[src/rtl/uart_pkg.sv]
// uart_pkg: shared UART state encoding, oversampling constants and baud divider helper.
package uart_pkg;
  localparam int UART_OVERSAMPLE = 16;
  localparam int UART_DATA_BITS = 8;
  typedef enum logic [2:0] {IDLE, START, DATA, PARITY, STOP, BREAK} uart_rx_state_t;
  function automatic int uart_div(input int clk_hz, input int baud);
    return clk_hz / (baud * UART_OVERSAMPLE);
  endfunction
endpackage

[src/rtl/uart_baud_tick.sv]
// uart_baud_tick: free-running divider, one-cycle tick every DIV clocks, synchronous clear.
module uart_baud_tick #(
  parameter int DIV = 54
) (
  input  logic clock,
  input  logic reset,
  input  logic clear,
  output logic tick
);
  localparam int W = DIV > 1 ? $clog2(DIV) : 1;
  logic [W-1:0] cnt;
  assign tick = cnt == W'(DIV - 1);
  always_ff @(posedge clock or negedge reset)
    if (!reset) cnt <= '0;
    else cnt <= (clear || tick) ? '0 : cnt + 1'b1;
endmodule

[src/rtl/uart_rx.sv]
// uart_rx: 16x oversampled 8N1 receiver with one-cycle data_valid/frame_error strobes.
// Define UART_RX_PARITY_EN for 8E1 framing with a parity_error strobe.
module uart_rx
  import uart_pkg::*;
#(
  parameter int CLK_HZ = 100_000_000,
  parameter int BAUD = 115200
) (
  input  logic       clock,
  input  logic       reset,
  input  logic       UART_RX,
  output logic [7:0] data,
  output logic       data_valid,
  output logic       frame_error,
`ifdef UART_RX_PARITY_EN
  output logic       parity_error,
`endif
  output logic       rx_busy
);
  localparam int DIV = uart_div(CLK_HZ, BAUD);
`ifdef UART_RX_PARITY_EN
  localparam uart_rx_state_t AFTER_DATA = PARITY;
  logic par_bad;
`else
  localparam uart_rx_state_t AFTER_DATA = STOP;
`endif
  uart_rx_state_t state, state_n;
  logic rx_m, rx_s, tick, clear, mid;
  logic [3:0] scnt;
  logic [2:0] bcnt;
  logic [7:0] shift;
  uart_baud_tick #(.DIV(DIV)) u_tick (.clock(clock), .reset(reset), .clear(clear), .tick(tick));
  assign rx_busy = state != IDLE;
  // mid: the tick that lands on the current state's sample point (half bit in START, full bit elsewhere)
  assign mid = tick && scnt == ((state == START) ? 4'(UART_OVERSAMPLE / 2 - 1) : 4'(UART_OVERSAMPLE - 1));
  always_ff @(posedge clock or negedge reset)
    if (!reset) state <= IDLE;
    else state <= state_n;
  always_comb begin
    state_n = state;
    clear = 1'b0;
    unique case (state)
      IDLE: if (!rx_s) begin
        state_n = START;
        clear = 1'b1;
      end
      START:  if (mid) state_n = rx_s ? IDLE : DATA;
      DATA:   if (mid && bcnt == 3'(UART_DATA_BITS - 1)) state_n = AFTER_DATA;
      PARITY: if (mid) state_n = STOP;
      STOP:   if (mid) state_n = rx_s ? IDLE : BREAK;
      BREAK:  if (rx_s) state_n = IDLE;
      default: state_n = IDLE;
    endcase
  end
  always_ff @(posedge clock or negedge reset)
    if (!reset) begin
      {rx_m, rx_s} <= 2'b11;
      scnt <= '0;
      bcnt <= '0;
      shift <= '0;
      data <= '0;
      data_valid <= 1'b0;
      frame_error <= 1'b0;
`ifdef UART_RX_PARITY_EN
      parity_error <= 1'b0;
      par_bad <= 1'b0;
`endif
    end else begin
      {rx_m, rx_s} <= {UART_RX, rx_m};
      data_valid <= 1'b0;
      frame_error <= 1'b0;
      // a completing tick is consumed by the state change, so the next state counts from zero
      scnt <= (state_n != state) ? '0 : scnt + {3'b0, tick};
      if (state == START) bcnt <= '0;
      if (state == DATA && mid) begin
        shift <= {rx_s, shift[7:1]};
        bcnt <= bcnt + 1'b1;
      end
`ifdef UART_RX_PARITY_EN
      parity_error <= 1'b0;
      if (state == PARITY && mid) par_bad <= ^{shift, rx_s};
      if (state == STOP && mid) begin
        frame_error <= !rx_s;
        parity_error <= rx_s && par_bad;
        data_valid <= rx_s && !par_bad;
        if (rx_s && !par_bad) data <= shift;
      end
`else
      if (state == STOP && mid) begin
        frame_error <= !rx_s;
        data_valid <= rx_s;
        if (rx_s) data <= shift;
      end
`endif
    end
endmodule
[config.mk]
export PLATFORM = sky130hd
export DESIGN_NAME = uart_rx
export DESIGN_NICKNAME = d
export VERILOG_FILES = /design/src/rtl/uart_pkg.sv /design/src/rtl/uart_baud_tick.sv /design/src/rtl/uart_rx.sv
export SDC_FILE = /design/constraint.sdc
export NUM_CORES = 1
export LEC_CHECK = 0
export CAP_MARGIN = 30
export CELL_PAD_IN_SITES_DETAIL_PLACEMENT = 0
export CELL_PAD_IN_SITES_GLOBAL_PLACEMENT = 2
export CORE_MARGIN = 10
export CORE_UTILIZATION = 39
export DETAILED_ROUTE_END_ITERATION = 16
export GPL_TIMING_DRIVEN = 1
export PLACE_DENSITY_LB_ADDON = 0.1
export SYNTH_ARGS = -nofsm -noshare
export SYNTH_HDL_FRONTEND = slang
export SYNTH_SLANG_ARGS = --single-unit
[constraint.sdc]
create_clock -name clock -period 1.9 [get_ports clock]
set_input_delay 0.38 -clock clock [delete_from_list [all_inputs] [get_ports clock]]
set_output_delay 0.38 -clock clock [all_outputs]
set_load 0.01 [all_outputs]
* Yosys cells after proc, flatten, opt, wreduce, memory -nomap -nowiden *
Cells that the tools add are included.

storage, ports and cells
  bits in registers = 36
  latch bits = 0
  memory bits (writable) = 0
  memory bits (read-only) = 0
  bits of input ports = 3
  output and inout bits = 11
  word-level logic and storage cells = 50
  memories = 0

operators by class
  $add $sub $neg = 3
  $mul = 0
  divide/modulo/power cells = 0
  $lt $le $gt $ge = 0
  equality and inequality tests = 9
  shift operators = 0
  mux-type cells = 18
  bitwise gates (word level) = 0
  reductions and logical operators = 10

operator list
  kind                 number
  $mux 3               9
  $pmux 3 s6           1
  $eq 3x3->1 const B   3
  $mux 4               2
  $add 6x1->6 const B  1
  $eq 3x2->1 const B   2
  $eq 6x6->1 const B   1
  $mux 6               1
  $add 4x1->4          1
  $eq 4x4->1           1
  $logic_and 1x1->1    4
  $mux 1               4
  $add 3x1->3 const B  1
  $eq 3x1->1 const B   1
  $logic_not 3->1      1
  $ne 3x3->1           1
  $reduce_bool 3->1    1
  $mux 2               1
  $reduce_and 2->1     1
  $reduce_bool 2->1    1
  $logic_not 1->1      1
  $logic_or 1x1->1     1

* Depth between registers and ports, before layout *
  word-level depth = 9
  mapped depth = 9
  depth with buffers taken out = 9

* Hierarchy *
From an unflattened synthesis, not the netlist that was laid out.

unflattened totals
  cell total of the unflattened synthesis = 141
  area total of the unflattened synthesis = 1710.4 µm²

by module, submodules not included
  module          instances  cells an instance  area each (µm²)  sequential area each (µm²)
  uart_rx         1          115                1422.6           753.2
  uart_baud_tick  1          26                 287.8            150.1

* Worst setup path after synthesis *
Ideal clock, no wire load.

  path kind = register to register
  from = reg u_tick.cnt[1]
  to = reg shift[1]
  setup time = 125 ps
  arrival = 1591 ps
  data required time = 1775 ps
  setup slack = 184 ps
  cell stages (with the launch flop) = 8
  buffers on the path = 1
  clock period less this slack = 1716 ps
  path through = dfrtp_1 -> inv_1 -> ha_1 -> nand2_2 -> nor4_4 -> nand3b_2 -> buf_6 -> mux2_4

between the ends
  cells in the longest elaborated chain, start to end = 3

ends and longest elaborated chain
  element                 line                  RTL
  from (decl)             uart_baud_tick.sv:11  logic [W-1:0] cnt;
  from (signal assigned)  uart_baud_tick.sv:15  else cnt <= (clear || tick) ? '0 : cnt + 1'b1;
  $eq 6x6->1              uart_baud_tick.sv:12  assign tick = cnt == W'(DIV - 1);
  $logic_and 1x1->1       uart_rx.sv:35         assign mid = tick && scnt == ((state == START) ? 4'(UART_OVERSAMPLE / 2 - 1) : 4'(UART_OVERSAMPLE - 1));
  $logic_and 1x1->1       uart_rx.sv:75         if (state == DATA && mid) begin
  to (signal assigned)    uart_rx.sv:76         shift <= {rx_s, shift[7:1]};
  to (decl)               uart_rx.sv:31         logic [7:0] shift;

No other way between the ends.
A chain may end at the register's enable or synchronous reset.

* Final worst setup path *
  from = reg state[2]
  to = out rx_busy

between the ends
  cells in the longest elaborated chain, start to end = 1

ends and longest elaborated chain
  element                 line           RTL
  from (decl)             uart_rx.sv:27  uart_rx_state_t state, state_n;
  from (signal assigned)  uart_rx.sv:38  else state <= state_n;
  $reduce_bool 3->1       uart_rx.sv:33  assign rx_busy = state != IDLE;
  to (decl)               uart_rx.sv:18  output logic rx_busy

No other way between the ends.

==> metrics.md <==
| Metric | Value |
|---|---|
| R2R Path End | `state[2]` |
| Worst Setup SP | `state[2]` |
| Row count | `24` |
| Sequential Power Share | `0.582` |
| Wirelength per Cell | `roughly 14 um` |
| Clk_skew | `0.00619 ns` |
| # H-tree levels | `2` |
| Final number of max-transition violations | `0` |
| Final instance area | `about 2100 um2` |
| ANT cells | `0` |
| Initial Util | `0.404` |
| Startpoint types | `flip-flop` |
| Worst-path maximum fanout | `5` |
| Area delta synth->final | `19.1%` |
| Detailed Route Iter0 Violations | `between 60 and 70` |
| Crit. End Element | `output pin` |
| Count of different cell masters after synthesis | `~40` |
| GR Overflow Total | `0` |
| Max-slew headroom | `0.696` |
| Mapped Cells | `150` |
| Worst IR drop on VDD | `roughly 380 uV` |
| Crit path time final | `between 1.5 and 2 ns` |
| Vias in the first global route | `~1200` |
| Most frequent cells in the layout | `33 x dfrtp_1, 13 x buf_4, 11 x nand2_1, 11 x clkdlybuf4s50_1, 10 x nor2_1` |
| Clk pwr share | `0.402` |
| Worst skew pair latency | `roughly 0.28 ns` |
| Max Fclk | `573 MHz` |
| Total GRT Usage | `0.0901` |
| Crit Path Category | `reg -> out` |
| Initial antenna violation count | `0` |
| Measured slew at the worst slew-check pin | `0.457 ns` |
| Maximum buffer depth of the clock tree | `2` |
| Required @ worst endpoint | `between 1.5 and 2 ns` |
| FF-to-FF setup slack | `~0.16 ns` |
| Share of post-route cells with drive strength above 1 | `0.301` |
| Combinational power share | `0.016` |
| CTS tree | `yes` |
| Placed cell count | `219` |
| Outcome | `completed` |
| Setup slack after layout | `around 0.15 ns` |
| Placed instance area | `a little over 2000 um2` |
| Die Span Y | `between 80 and 90 um` |
| Mapped Nets | `159` |
| Most common flop cell mapped by yosys | `dfrtp_1` |
| Vias/cell | `between 5 and 6` |
| Detailed placement HPWL | `2300 um` |
| Hold Violations, Final | `0` |
| Crit share post-route | `0.919` |
| Seq/Total Area, Yosys | `0.510` |
| Mapped cell area | `about 1800 um2` |
| Via count of the routed design | `between 1000 and 1500` |
| Final TNS setup | `0 ns` |
| Number of I/O pins | `14` |
| Hold_buf cts | `0` |
| Leakage Power | `between 0.001 and 0.0015 uW` |
| Worst r2r path cells | `4` |
| DRC errors left | `0` |
| Psw | `298 uW` |
| Die ar. | `between 7000 and 8000 um2` |
| Core Region | `between 4000 and 5000 um2` |
| Synth Warn # | `0` |
| TritonRoute pass-1 iters | `4` |
| Mean Syn Cell Area | `roughly 12 um2` |
| Layout net count | `between 150 and 200` |
| Sw frac | `0.225` |
| CTS buffer count | `5` |
| First-pass GRT wire length | `approximately 5600 um` |
| Internal | `slightly above 1000 uW` |
| RSZ-0062 raised after global routing | `no` |
| Clock Root Buffer | `clkbuf_8` |
| TritonCTS Sinks | `36` |
| Gpl congestion | `between 0.7 and 0.8` |
| Synth Register Bits | `36` |
| Async set-or-reset flop fraction in the synthesized netlist | `1.00` |
| Cell Pwr Density | `between 600 and 700 nW/um2` |
| Total design power | `1330 uW` |
| Pre-CTS setup slack | `between 0.07 and 0.08 ns` |
| Critical path endpoint | `rx_busy` |
| Final wirelength | `~3300 um` |
| Largest net degree at the start of global routing | `37` |
| Clk slew on worst S/H paths | `roughly 0.070 ns` |
| Final setup fails | `0` |
| EDFF count, synth | `0` |
| Most common cell after layout, fill and taps aside | `dfrtp_1` |
| ANT nets after route | `0` |
| Die Wd | `between 80 and 90 um` |
| WP data arrival | `1.37 ns` |
| Reg2reg start | `u_tick.cnt[3]` |
| Buffers on Ports | `13` |
| Maxcap violations | `0` |
| Worst min-delay path class | `in -> async` |
| Non-filler instance count after layout | `228` |
power groups by stage:
stage	Combinational [uW]	Sequential [uW]	Clock, uW
global route	24.9	773	600
detailed placement	22.5	788	0
global placement	21.6	788	0
floorplan	4.40	785	0
finish	20.6	773	535
CTS	22.6	773	562
Yosys cell counts, types with 2 or more instances:
library cell  instances  area, um2
a21oi_1               2       10.0
and2_1                2       12.5
clkbuf_1              6       22.5
dfrtp_1              34        851
dfstp_2               2       52.6
ha_1                  6       75.1
inv_1                 3       11.3
mux2_2                9        101
mux2_4                7        105
mux2i_1               2       20.0
nand2_1              11       41.3
nand2b_1              3       18.8
nand3_1               4       20.0
nand4_4               2       42.5
nor2_1               10       37.5
nor2b_1               4       25.0
nor3_1                8       40.0
o21ai_0               5       25.0
or2_2                 2       12.5
xnor2_1               4       35.0
xor2_1                4       35.0
cell families after synthesis:
group	share of synthesized area
simple gates	0.200
flops	0.510
mux	0.128
compound gates	0.0515
buf+inv	0.0296
xor+xnor	0.0395
fa+ha+maj	0.0423
final cells by class:
class / count / area (um2)
Clock buffer: 5 / 68.8
Clock inverter: 3 / 18.8
Fill cell: 407 / 2270
Inverter: 3 / 11.3
Multi-Input combinational cell: 103 / 822
Sequential cell: 36 / 905
Tap cell: 52 / 65.1
Timing Repair Buffer: 26 / 221
stage by stage:
step,hold WS (ns),util
6_report,0.125,0.482
5_1_grt,0.167,0.482
3_5_place_dp,0.348,0.459
4_1_cts,0.145,0.481
3_3_place_gp,0.348,0.459
2_1_floorplan,0.0844,-
per-layer routing:
metal,vias up,share of wire,GRT usage
met1,557,0.48,0.109
met3,2,0.050,0.0262
met5,-,0,0
li1,568,-,-
met2,18,0.47,0.148
met4,0,0.0031,0.0304
timing repair:
action	CTS	global route
buffers inserted	1	0
setup endpoints to repair	1	19
hold endpoints to repair	0	0
gates resized for setup	2	1
pin swaps	0	1
sequential cells by signal (all words and copies together) (netlist names):
name / flops
bcnt: 3
data_valid: 1
u_tick.cnt: 6
rx_m: 1
frame_error: 1
state: 3
scnt: 4
data: 8
rx_s: 1
shift: 8
worst max-delay path, cell delays in order (launching register included):
cell and delay, ns:
dfrtp_1 0.43, or3_1 0.37, dlygate4sd2_1 0.29
worst min path at each step:
stage,slack [ns],to,from,cells after the start
final,0.12,bcnt[2],reset,2
after global routing,0.17,state[2],reset,2
after CTS,0.14,data[3],reset,2
after detailed placement,0.35,rx_s,rx_m,0
after global placement,0.35,rx_s,rx_m,0
after floorplan,0.08,bcnt[0],reset,0
(Power assumes the default switching activity.)
